[config.mk]
export PLATFORM = sky130hd
export DESIGN_NAME = arith_unit_pipe
export DESIGN_NICKNAME = d
export VERILOG_FILES = /design/src/rtl/arith_unit_pipe.sv
export SDC_FILE = /design/constraint.sdc
export NUM_CORES = 1
export LEC_CHECK = 0
export BUFFER_PORTS_ARGS = -buffer_cell sky130_fd_sc_hd__buf_4
export CAP_MARGIN = 20
export CORE_UTILIZATION = 49
export CTS_CLUSTER_DIAMETER = 150
export DETAILED_ROUTE_END_ITERATION = 7
export PLACE_DENSITY = 0.77
export SLEW_MARGIN = 20
export SYNTH_ARGS = -nofsm -noshare
export SYNTH_HDL_FRONTEND = slang
export SYNTH_SLANG_ARGS = --single-unit
[constraint.sdc]
create_clock -name clk -period 3.22 [get_ports clk]
set_input_delay 0 -clock clk [delete_from_list [all_inputs] [get_ports clk]]
set_output_delay 0 -clock clk [all_outputs]
set_load 0.01 [all_outputs]
[src/rtl/arith_unit_pipe.sv]
// arith_unit_pipe: a one-stage pipelined adder/subtractor with an accumulator.
// It uses a valid/ready handshake on both sides and keeps sticky carry and
// overflow flags. A result is registered on the same edge that accepts its
// request. A new request can be accepted while the previous result is being
// delivered, which gives one result per cycle.
module arith_unit_pipe #(
  parameter int WIDTH = 8
) (
  input  logic             clk,
  input  logic             rst,
  input  logic             in_valid,
  output logic             in_ready,
  input  logic [WIDTH-1:0] a,
  input  logic [WIDTH-1:0] b,
  input  logic             cin,
  input  logic [1:0]       sel,
  input  logic             acc_en,
  input  logic             clr_flags,
  output logic             out_valid,
  input  logic             out_ready,
  output logic [WIDTH-1:0] out,
  output logic             carry,
  output logic             Z,
  output logic             N,
  output logic             V,
  output logic             sticky_c,
  output logic             sticky_v
);

  logic             out_valid_reg;
  logic [WIDTH-1:0] out_reg;
  logic             carry_reg;
  logic             z_reg;
  logic             n_reg;
  logic             v_reg;
  logic             sticky_c_reg;
  logic             sticky_v_reg;
  logic [WIDTH-1:0] acc_reg;

  logic             xfer_in;
  logic [WIDTH-1:0] x_op;
  logic [WIDTH-1:0] y_op;
  logic [WIDTH:0]   sum_next;
  logic             v_next;
  logic             sticky_c_next;
  logic             sticky_v_next;

  // The output stage can take a new result when it is empty or is being drained now.
  assign in_ready = !out_valid_reg || out_ready;
  assign xfer_in  = in_valid && in_ready;

  assign x_op = acc_en ? acc_reg : a;

  // Build the second addend bit by bit:
  //   sel=00 -> b
  //   sel=01 -> ~b
  //   sel=10 -> all zeros
  //   sel=11 -> all ones
  // sel[1] selects a constant, and sel[0] gives its value or the inversion of b.
  generate
    for (genvar gi = 0; gi < WIDTH; gi++) begin : g_yop
      assign y_op[gi] = sel[1] ? sel[0] : (b[gi] ^ sel[0]);
    end
  endgenerate

  // Form the full-width sum. Operands are zero-extended, so bit WIDTH is the true carry out.
  always_comb begin
    sum_next      = {1'b0, x_op} + {1'b0, y_op} + {{WIDTH{1'b0}}, cin};
    v_next        = (x_op[WIDTH-1] == y_op[WIDTH-1]) &&
                    (sum_next[WIDTH-1] != x_op[WIDTH-1]);
    sticky_c_next = (sticky_c_reg && !clr_flags) || (xfer_in && sum_next[WIDTH]);
    sticky_v_next = (sticky_v_reg && !clr_flags) || (xfer_in && v_next);
  end

  // Result, flag, accumulator and handshake state.
  // The result registers stay unchanged until the next accepted request.
  always_ff @(posedge clk) begin
    if (rst) begin
      out_valid_reg <= 1'b0;
      out_reg       <= '0;
      carry_reg     <= 1'b0;
      z_reg         <= 1'b0;
      n_reg         <= 1'b0;
      v_reg         <= 1'b0;
      sticky_c_reg  <= 1'b0;
      sticky_v_reg  <= 1'b0;
      acc_reg       <= '0;
    end else begin
      sticky_c_reg <= sticky_c_next;
      sticky_v_reg <= sticky_v_next;
      if (xfer_in) begin
        out_valid_reg <= 1'b1;
        out_reg       <= sum_next[WIDTH-1:0];
        carry_reg     <= sum_next[WIDTH];
        z_reg         <= (sum_next[WIDTH-1:0] == '0);
        n_reg         <= sum_next[WIDTH-1];
        v_reg         <= v_next;
        acc_reg       <= sum_next[WIDTH-1:0];
      end else if (out_ready) begin
        out_valid_reg <= 1'b0;
      end
    end
  end

  assign out_valid = out_valid_reg;
  assign out       = out_reg;
  assign carry     = carry_reg;
  assign Z         = z_reg;
  assign N         = n_reg;
  assign V         = v_reg;
  assign sticky_c  = sticky_c_reg;
  assign sticky_v  = sticky_v_reg;

endmodule

# Word-level counts from Yosys, hierarchy flattened

Cells that the tools add are included.
Widths: inputs -> output; s select.

$add $sub $neg: 2
Equal/unequal tests: 2
Multiplexer cells: 11
Bitwise operators: 8
Reduce and logical (&&, ||, !) cells: 13

Operator list:

| cell              | count |
|---|---|
| $mux 1            | 10 |
| $add 8x8->9       | 1 |
| $add 9x1->9       | 1 |
| $logic_not 8->1   | 1 |
| $mux 8            | 1 |
| $xor 1x1->1       | 8 |
| $logic_and 1x1->1 | 6 |
| $logic_or 1x1->1  | 3 |
| $logic_not 1->1   | 2 |
| $reduce_bool 2->1 | 1 |
| $eq 1x1->1        | 1 |
| $ne 1x1->1        | 1 |

Flip-flop bits (word level): 15
Word-level logic and storage cells: 44

# Depth between registers and ports, before layout

Gate-level depths: netlist of the first run.

Word-level depth: 8
Mapped depth: 9

# Worst setup path after synthesis of the first run

No wires, ideal clock.

Kind: register to register
From: register acc_reg[0]
To: register z_reg, in the netlist Z
Library setup time: 0.087 ns
Arrival time: 2.358 ns
Required time: 3.133 ns
Path slack: 0.775 ns
Cell stages (with the launch flop): 9
Clock period less this slack: 2.445 ns
Path through: dfxtp_1 mux2_2 fa_1 fa_1 xor2_1 or4_1 nor2_1 nand4_1 o31ai_1

Longest elaborated chain between the ends: 4

Ends and longest elaborated chain:

| element                  | RTL line | text |
|---|---|---|
| start: declaration       | 38       | `logic [WIDTH-1:0] acc_reg;` |
| start signal: assignment | 98       | `acc_reg <= sum_next[WIDTH-1:0];` |
| $mux 8                   | 52       | `assign x_op = acc_en ? acc_reg : a;` |
| $add 8x8->9              | 68       | `sum_next = {1'b0, x_op} + {1'b0, y_op} + {{WIDTH{1'b0}}, cin};` |
| $add 9x1->9              | 68       |  |
| $logic_not 8->1          | 95       | `z_reg <= (sum_next[WIDTH-1:0] == '0);` |
| end signal: assignment   | 95       |  |
| end: declaration         | 33       | `logic z_reg;` |

No other way between the ends.
A chain may end at the register's enable or synchronous reset.

# Final worst setup path of the first run

Same ends and word-level chain as after synthesis.

==> metrics.yaml, run 1 <==
pre_cts_slack_ns: 0.6816
worst_slew_pin_slew_ns: 0.5379
grt_overflow_total: 0
grt_setup_unrepaired: "no"
worstSkewPairLatency_ns: 0.27
clockBufferDepth: 2
async_reset_ff_share_pct: 0
clock_sinks: 14
syn_area_per_cell_um2: 8.692
fin_crit_ns: 2.563
worstPathCellList: "mux2_2, fa_1, fa_1, xor2_1, or4_1, nor2_1, nand4_1, o31ai_1"
rr_worst_depth: 8
cts_tree: "built"
ant_nets: 0
crit_top_cell: "fa_1"
powerDensity_nw_per_um2: 426.2
worst-path-buf-inv: 0
avgRoutedWirePerCell_um: 12.33
ys_types: 38
syn_to_final_growth_pct: 29.23
fillCellCount: 178
final_nets: 206
coreArea_um2: 2191
cp.required_ns: 3.41
multi_input_area_um2: 794.5
fmax_mhz: 390.1
fin_util_pct: 67.16
run_status: "finished, final reports clean"
cts.htree.levels: 1
finalCritPeriodShare_pct: 79.61
critical_path_class: "flop to flop"
dpl.hpwl_um: 1995
slowest_delay_ns: 0.45
finalWeightedCongestion: 0.8272
drt_pass1_iterations: 4
fin_hold_ws_ns: 0.01191
die_x_um: 50.21
seq_area_um2: 280.3
grt_max_degree: 19
port_buffers: 40
diodes: 0
row_count: 17
yosysSeqAreaShare_pct: 24.62
numCtsBuffers: 3
drv_slew: 0
grt_pass1_wl_um: 4112
relSlewSlack_pct: 64.05
min-delay-path-class: "input pin to flop"
vias: 1040
initial_core_util_pct: 51.97
die-area_um2: 2521
peakVddDrop_v: 0.0002534
cts_setup_buffers: 0
path_depth: 8
ys_ff_latch: 14
worstPathArrival_ns: 2.75
finalClockSkew_ns: 0.002461
worstSetupStartpointType: "flop"
syn-num-nets: 165
crit_slowest_cell: "fa_1"
endpoint_kind: "flop"
synth_warnings: 0
layout_setup_ws_ns: 0.6566
clock-root-buffer: "clkbuf_4"
ys_dominant_reg_cell: "dfxtp_1"
grt_pass1_vias: 960
cts_resized: 0
mostFrequentLayoutCell: "buf_4"
worstHoldPathCells: 2
fin_tns_setup_ns: 0
mostFrequentLayoutCells: "40 x buf_4, 14 x dfxtp_1, 14 x nand2_1, 12 x nand2b_1, 11 x xnor2_1"
synth_enable_flop_cells: 0
critPathMaxFanout: 3
p_leak_nw: 0.6510
total_power_uw: 627.1
drive_gt1_share_pct: 33.53
antenna_found_initial: 0
setup_violations: 0
groute.usage.overall_pct: 21.75
cts_hold_buf: 2
drc: 0
pin_count: 41
syn-cell-area_um2: 1139
syn_inst: 131
fp.dieH_um: 50.21
cap_violations: 0
largest_register_ffs: 7
via_per_inst: 5.253
path_clk_slew_ns: 0.08
wirelength_um: 2442
finalHoldViolations: 0
drt-initial-drc-count: 7
cp_top_family: "adder cells"
==> synth_stat cells, types with 2 or more instances <==
master / instances / area share, %
nand3_1: 2 / 0.88
nor2b_1: 3 / 1.6
fa_1: 2 / 3.5
a21oi_2: 2 / 1.5
nor3_1: 2 / 0.88
nor2_1: 5 / 1.6
o41ai_1: 2 / 1.5
inv_1: 5 / 1.6
nand2b_1: 12 / 6.6
o21ai_0: 5 / 2.2
xor2_1: 2 / 1.5
a31oi_1: 2 / 1.1
ha_1: 7 / 7.7
dfxtp_1: 14 / 25
mux2_2: 8 / 7.9
buf_4: 4 / 2.6
nand2_1: 14 / 4.6
or3b_2: 2 / 1.5
o221ai_1: 2 / 1.5
xnor2_1: 11 / 8.5
a21oi_1: 8 / 3.5
==> power breakdown <==
| part | switching (mW) | internal, mW | leakage [nW] |
|---|---|---|---|
| Combinational | 0.165 | 0.158 | 0.522 |
| Clock | 0.0504 | 0.0432 | 0.0138 |
| Sequential | 0.0162 | 0.194 | 0.115 |
| Total | 0.231 | 0.396 | 0.651 |
==> cell families after synthesis <==
group | count (synthesis) | share of synthesized area, %
AO/OA/AOI/OAI | 30 | 19.34
XOR/XNOR | 13 | 10.00
adder cells (fa/ha/maj) | 9 | 11.21
flip-flops | 14 | 24.62
AND/OR/NAND/NOR | 46 | 21.32
buffers and inverters | 11 | 5.604
multiplexers | 8 | 7.912
==> per-stage QoR <==
step / instances / cell area (um2)
after global routing: 198 / 1471
after global placement: 193 / 1429
after detailed placement: 193 / 1429
final: 198 / 1471
after floorplan: 131 / 1139
after CTS: 198 / 1471
==> cell type report <==
class                           count  area share (%)
Tap cell                           28           2.381
Clock buffer                        3           1.531
Sequential cell                    14           19.05
Multi-Input combinational cell    106           54.00
Inverter                            5           1.276
Timing Repair Buffer               42           21.77
==> final timing paths <==
check,start,slack [ns],end
min,rst,0.01,sticky_c$_SDFF_PP0_
max,acc_reg[0]$_SDFFE_PP0P_,0.66,Z$_SDFFE_PP0P_
min reg2reg,carry$_SDFFE_PP0P_,0.47,carry$_SDFFE_PP0P_
max reg2reg,acc_reg[0]$_SDFFE_PP0P_,0.66,Z$_SDFFE_PP0P_
==> worst register-to-register path: stages, from the launching register on <==
cell	delay, ns
dfxtp_1	0.33
mux2_2	0.28
fa_1	0.45
fa_1	0.44
xor2_1	0.17
or4_1	0.39
nor2_1	0.10
nand4_1	0.12
o31ai_1	0.21
==> metal layers <==
layer / track usage, % / up-vias / share of wire, %
li1: - / 538 / -
met1: 25.56 / 465 / 44
met2: 38.22 / 33 / 51
met3: 2.121 / 4 / 3.1
met4: 11.90 / 0 / 1.8
met5: 0 / - / 0
Note: power is estimated with default switching activity, not from simulation.
==> inputs of run 2 (changes only) <==
==> constraint.sdc (replaced) <==
create_clock -name clk -period 2.6 [get_ports clk]
set_input_delay 0 -clock clk [delete_from_list [all_inputs] [get_ports clk]]
set_output_delay 0 -clock clk [all_outputs]
set_load 0.01 [all_outputs]
==> run 2 against run 1 <==
Maximum frequency rose by 5.1%. Count of clock-buffer cells in the layout did not move. Critical path depth did not move. Final area rose by 0.34%. Register-to-register slack got worse by 0.50 ns. Die area did not move. Core utilization rose by 0.23 points. Clock power rose by 23%. First-iteration DRC count did not move. Critical path type unchanged.
==> metrics.yaml, run 2 (same netlist as run 1, synthesis figures left out) <==
clock_sinks: 14  # unchanged
critPathMaxFanout: 3  # unchanged
finalHoldViolations: 0  # unchanged
clockBufferDepth: 2  # unchanged
row_count: 17  # unchanged
cap_violations: 0  # unchanged
wirelength_um: 2459  # +0.70%
pin_count: 41  # unchanged
p_leak_nw: 0.6490  # -0.31%
antenna_found_initial: 0  # unchanged
diodes: 0  # unchanged
total_power_uw: 779.3  # +24%
worst_slew_pin_slew_ns: 0.5396  # +0.001767 ns
vias: 1049  # +0.87%
finalWeightedCongestion: 0.8272  # unchanged
coreArea_um2: 2191  # unchanged
clock_power_share_pct: 14.8  # about the same
drc: 0  # unchanged
port_buffers: 40  # unchanged
pre_cts_slack_ns: 0.06157  # -0.6200 ns
finalClockSkew_ns: 0.001836  # -0.0006252 ns
r2r_setup_slack_ns: 0.16  # -0.50 ns
worstSetupStartpointType: "flop"
ant_nets: 0  # unchanged
numCtsBuffers: 3  # unchanged
fin_util_pct: 67.39  # +0.23 points
die_x_um: 50.21  # unchanged
largest_register_ffs: 7  # unchanged
die-area_um2: 2521  # unchanged
cts_tree: "built"
swShare_pct: 36.89  # about the same
clock-root-buffer: "clkbuf_4"
p_comb_share_pct: 51.8  # +0.2 points
setup_violations: 0  # unchanged
syn_to_final_growth_pct: 29.67
worstSkewPairLatency_ns: 0.27  # about the same
hold_start: "rst"
pwr-share-seq_pct: 33.4  # about the same
finalCritPeriodShare_pct: 93.79  # +14 points
grt_max_degree: 19  # unchanged
mostFrequentLayoutCell: "buf_4"
via_per_inst: 5.298  # +0.87%
powerDensity_nw_per_um2: 527.8  # +24%
fillCellCount: 177  # -0.56%
critPathLaunch: "acc_reg[0]$_SDFFE_PP0P_"
drt-initial-drc-count: 7  # unchanged
fp.dieH_um: 50.21  # unchanged
initial_core_util_pct: 51.97  # unchanged
run_status: "finished, final reports clean"
layout_setup_ws_ns: 0.1613  # -0.4953 ns
grt_pass1_wl_um: 4112  # unchanged
critical_path_class: "flop to flop"
mostFrequentLayoutCells: "40 x buf_4, 14 x dfxtp_1, 14 x nand2_1, 12 x nand2b_1, 11 x xnor2_1"
dpl.hpwl_um: 1995  # unchanged
final_nets: 206  # unchanged
reg2reg_from: "acc_reg[0]$_SDFFE_PP0P_"
min-delay-path-class: "input pin to flop"
avgRoutedWirePerCell_um: 12.42  # +0.70%
drive_gt1_share_pct: 34.71  # +1.2 points
drv_slew: 0  # unchanged
grt_setup_unrepaired: "no"
power_switching_uw: 287.5  # +24%
cts.htree.levels: 1  # unchanged
fin_crit_ns: 2.439  # -0.1247 ns
grt_pass1_vias: 960  # unchanged
peakVddDrop_v: 0.0003133  # +24%
fin_tns_setup_ns: 0  # unchanged
groute.usage.overall_pct: 21.75  # unchanged
relSlewSlack_pct: 63.94  # -0.12 points
cp.required_ns: 2.79  # -0.62 ns
grt_overflow_total: 0  # unchanged
fmax_mhz: 410.1  # +5.1%
path_clk_slew_ns: 0.08  # about the same
internal_power_uw: 491.8  # +24%
worstPathArrival_ns: 2.62  # -0.13 ns
endpoint_kind: "flop"
drt_pass1_iterations: 4  # unchanged
run 2: changes by cell type in the layout (fill, tap and decap cells not counted):
cell and delta:
fa_1 -2, fa_2 +2
run 2: through the flow:
stage	hold WS (ns)	instances	instance area (um2)
after CTS	0.0003592	198	1471
after global placement	0.2519	193	1429
after floorplan	0.07161	131	1139
final	0.01312	198	1476
after detailed placement	0.2806	193	1429
after global routing	0.006461	198	1476
run 2: cell type report:
class                   instances  area (um2)  share of cell area [%]
clock buffers                   3       22.52                   1.525
inverters                       5       18.77                   1.271
repair buffers                 42       320.3                   21.69
well taps                      28       35.03                   2.373
multi-input cells             106       799.5                   54.15
flip-flops and latches         14       280.3                   18.98
run 2: path summary, 6_finish.rpt:
kind                             end  depth (start not counted)
setup / recovery      Z$_SDFFE_PP0P_                          8
hold / removal    carry$_SDFFE_PP0P_                          2
setup reg to reg      Z$_SDFFE_PP0P_                          8
hold reg to reg   carry$_SDFFE_PP0P_                          2
run 2: power groups by stage:
stage	registers [mW]	clock network, mW	logic [mW]
2_1_floorplan	0.272	0	0.276
3_3_place_gp	0.263	0	0.389
3_5_place_dp	0.265	0	0.398
4_1_cts	0.260	0.120	0.401
5_1_grt	0.264	0.133	0.448
6_report	0.260	0.115	0.403
run 2: critical path, stage by stage, from the launching register on:
cell and delay [ns]:
dfxtp_1 0.33, mux2_2 0.28, fa_2 0.39, fa_2 0.38, xor2_1 0.16, or4_1 0.39, nor2_1 0.10, nand4_1 0.12
o31ai_1 0.21
run 2: layer usage:
layer  share of wire (%)  wire length (um)  global-route usage [%]
met4                 1.8                44                   11.90
met2                  51              1246                   38.22
met5                   0                 0                       0
met1                  44              1094                   25.56
met3                 3.0                74                   2.121
run 2: repair_timing:
| item | CTS | global route |
|---|---|---|
| endpoints found under the hold margin | 2 | 0 |
| resized for setup | 0 | 2 |
| hold buffers | 2 | 0 |
| endpoints found under the setup margin | 0 | 3 |
| setup buffers | 0 | 0 |
==> inputs of run 3 (changes only) <==
--- a/config.mk
+++ b/config.mk
@@ -11,6 +11,7 @@
 export CTS_CLUSTER_DIAMETER = 150
 export DETAILED_ROUTE_END_ITERATION = 7
 export PLACE_DENSITY = 0.77
+export REMOVE_ABC_BUFFERS = 1
 export SLEW_MARGIN = 20
 export SYNTH_ARGS = -nofsm -noshare
 export SYNTH_HDL_FRONTEND = slang
==> run 3 against run 2 <==
Core utilization increased by 0.91 points. Largest power group unchanged. Power increased by 2.0%. Clock skew grew 0.0097 ns. Critical path type unchanged. Critical path depth did not move.
==> metrics.yaml, run 3 (same netlist as run 1, synthesis figures left out) <==
die_x_um: 50.21  # unchanged
via_per_inst: 5.470  # +3.2%
setup_violations: 0  # unchanged
clock_power_share_pct: 15.4  # +0.6 points
fin_tns_setup_ns: 0  # unchanged
cp_top_family: "compound AO/OA/AOI/OAI gates"
stdcell_count: 200  # +1.0%
relSlewSlack_pct: 63.33  # -0.61 points
swShare_pct: 37.78  # +0.89 points
crit_top_cell: "fa_2"
path_clk_slew_ns: 0.09  # about the same
drt-initial-drc-count: 32  # +25
dpl.hpwl_um: 2163  # +8.5%
worst-path-buf-inv: 0  # unchanged
clock-root-buffer: "clkbuf_4"
row_count: 17  # unchanged
wirelength_um: 2655  # +8.0%
peakVddDrop_v: 0.0002757  # -12%
avgRoutedWirePerCell_um: 13.28  # +6.9%
cts_setup_buffers: 0  # unchanged
grt_overflow_total: 0  # unchanged
multi_input_area_um2: 799.5  # unchanged
groute.usage.overall_pct: 22.35  # +0.60 points
grt_pass1_vias: 950  # -1.0%
drt_pass1_iterations: 4  # unchanged
coreArea_um2: 2191  # unchanged
finalWeightedCongestion: 0.8213  # -0.71%
fillCellCount: 167  # -5.6%
drv_slew: 0  # unchanged
antenna_found_initial: 0  # unchanged
grt_pass1_wl_um: 4229  # +2.8%
p_comb_share_pct: 52.1  # +0.3 points
critPathMaxFanout: 4  # +1
p_leak_nw: 0.6585  # +1.5%
grt_max_degree: 19  # unchanged
worstSkewPairLatency_ns: 0.28  # about the same
final_area_um2: 1496  # +1.4%
diodes: 0  # unchanged
critical_path_class: "flop to flop"
initial_core_util_pct: 51.97  # unchanged
fmax_mhz: 411.2  # +0.28%
layout_setup_ws_ns: 0.1681  # +0.006785 ns
dpl.cell_count: 193  # unchanged
cts.htree.levels: 1  # unchanged
powerDensity_nw_per_um2: 531.3  # +0.65%
crit_slowest_cell: "fa_2"
pin_count: 41  # unchanged
finalHoldViolations: 0  # unchanged
ant_nets: 0  # unchanged
worstPathArrival_ns: 2.59  # -0.03 ns
pwr-share-seq_pct: 32.5  # -0.9 points
endpoint_kind: "flop"
final_nets: 208  # +0.97%
numCtsBuffers: 3  # unchanged
clock_sinks: 14  # unchanged
vias: 1094  # +4.3%
seq_area_um2: 280.3  # unchanged
min-delay-path-class: "input pin to flop"
worstSetupStartpointType: "flop"
drive_gt1_share_pct: 34.30  # -0.40 points
pre_cts_slack_ns: 0.06878  # +0.007205 ns
syn_to_final_growth_pct: 31.43
run_status: "finished, final reports clean"
grt_setup_unrepaired: "no"
cap_violations: 0  # unchanged
fin_crit_ns: 2.432  # -0.006785 ns
die-area_um2: 2521  # unchanged
finalClockSkew_ns: 0.01154  # +0.009705 ns
cp.required_ns: 2.76  # -0.03 ns
finalCritPeriodShare_pct: 93.53  # -0.26 points
clockBufferDepth: 2  # unchanged
cts_tree: "built"
power_switching_uw: 300.3  # +4.5%
internal_power_uw: 494.7  # +0.58%
largest_register_ffs: 7  # unchanged
mostFrequentLayoutCells: "40 x buf_4, 14 x dfxtp_1, 14 x nand2_1, 12 x nand2b_1, 11 x xnor2_1"
worstPathCellList: "mux2_2, fa_2, fa_2, a21oi_2, o21ai_0, a311o_1, o211ai_1, a21oi_1"
port_buffers: 40  # unchanged
mostFrequentLayoutCell: "buf_4"
slowest_delay_ns: 0.39  # about the same
fp.dieH_um: 50.21  # unchanged
dpl_cell_area_um2: 1429  # unchanged
worst_slew_pin_slew_ns: 0.5488  # +0.009116 ns
drc: 0  # unchanged
==> run 3: through the flow <==
stage          utilization, %  hold slack [ns]  power, mW
2_1_floorplan               -          0.06907     0.5296
3_3_place_gp            65.22           0.2485     0.6481
3_5_place_dp            65.22           0.2602     0.6664
4_1_cts                 68.08           0.1711     0.7908
5_1_grt                 68.30           0.2309     0.8467
6_report                68.30           0.1967     0.7950
==> run 3: final cells by class <==
class / instances / share of cell area, %
Clock buffer: 3 / 1.505
Inverter: 5 / 1.254
Multi-Input combinational cell: 106 / 53.43
Sequential cell: 14 / 18.73
Tap cell: 28 / 2.341
Timing Repair Buffer: 44 / 22.74
==> run 3: path summary, 6_finish.rpt <==
| check | start | endpoint | slack, ns | depth (start not counted) |
|---|---|---|---|---|
| max | acc_reg[0]$_SDFFE_PP0P_ | sticky_c$_SDFF_PP0_ | 0.17 | 8 |
| min | cin | acc_reg[0]$_SDFFE_PP0P_ | 0.20 | 4 |
| max reg2reg | acc_reg[0]$_SDFFE_PP0P_ | sticky_c$_SDFF_PP0_ | 0.17 | 8 |
| min reg2reg | carry$_SDFFE_PP0P_ | carry$_SDFFE_PP0P_ | 0.47 | 2 |
==> run 3: routing by layer <==
| metal | GRT usage (%) | wire, um | part of all wire, % |
|---|---|---|---|
| met3 | 2.121 | 114 | 4.3 |
| met4 | 10.00 | 43 | 1.6 |
| met2 | 39.78 | 1398 | 53 |
| met5 | 0 | 0 | 0 |
| met1 | 26.78 | 1099 | 41 |
==> run 3: power by group through the flow <==
stage	Sequential, mW	Clock [mW]	Combinational (mW)
CTS	0.258	0.124	0.408
finish	0.258	0.123	0.414
floorplan	0.273	0	0.256
global placement	0.260	0	0.388
detailed placement	0.263	0	0.403
global route	0.262	0.135	0.450
==> run 3: timing repair <==
item | in CTS | in global routing
hold buffers | 4 | 0
resized for setup | 0 | 2
hold endpoints to repair | 4 | 0
setup endpoints to repair | 0 | 3
==> run 3: tightest hold or removal path, delay by kind of cell <==
kind / cells / cell delay, ns
adders and majority gates: 1 / 0.20
and+or+nand+nor: 1 / 0.05
AOI/OAI and AO/OA: 1 / 0.11
buffers and inverters: 1 / 0.09
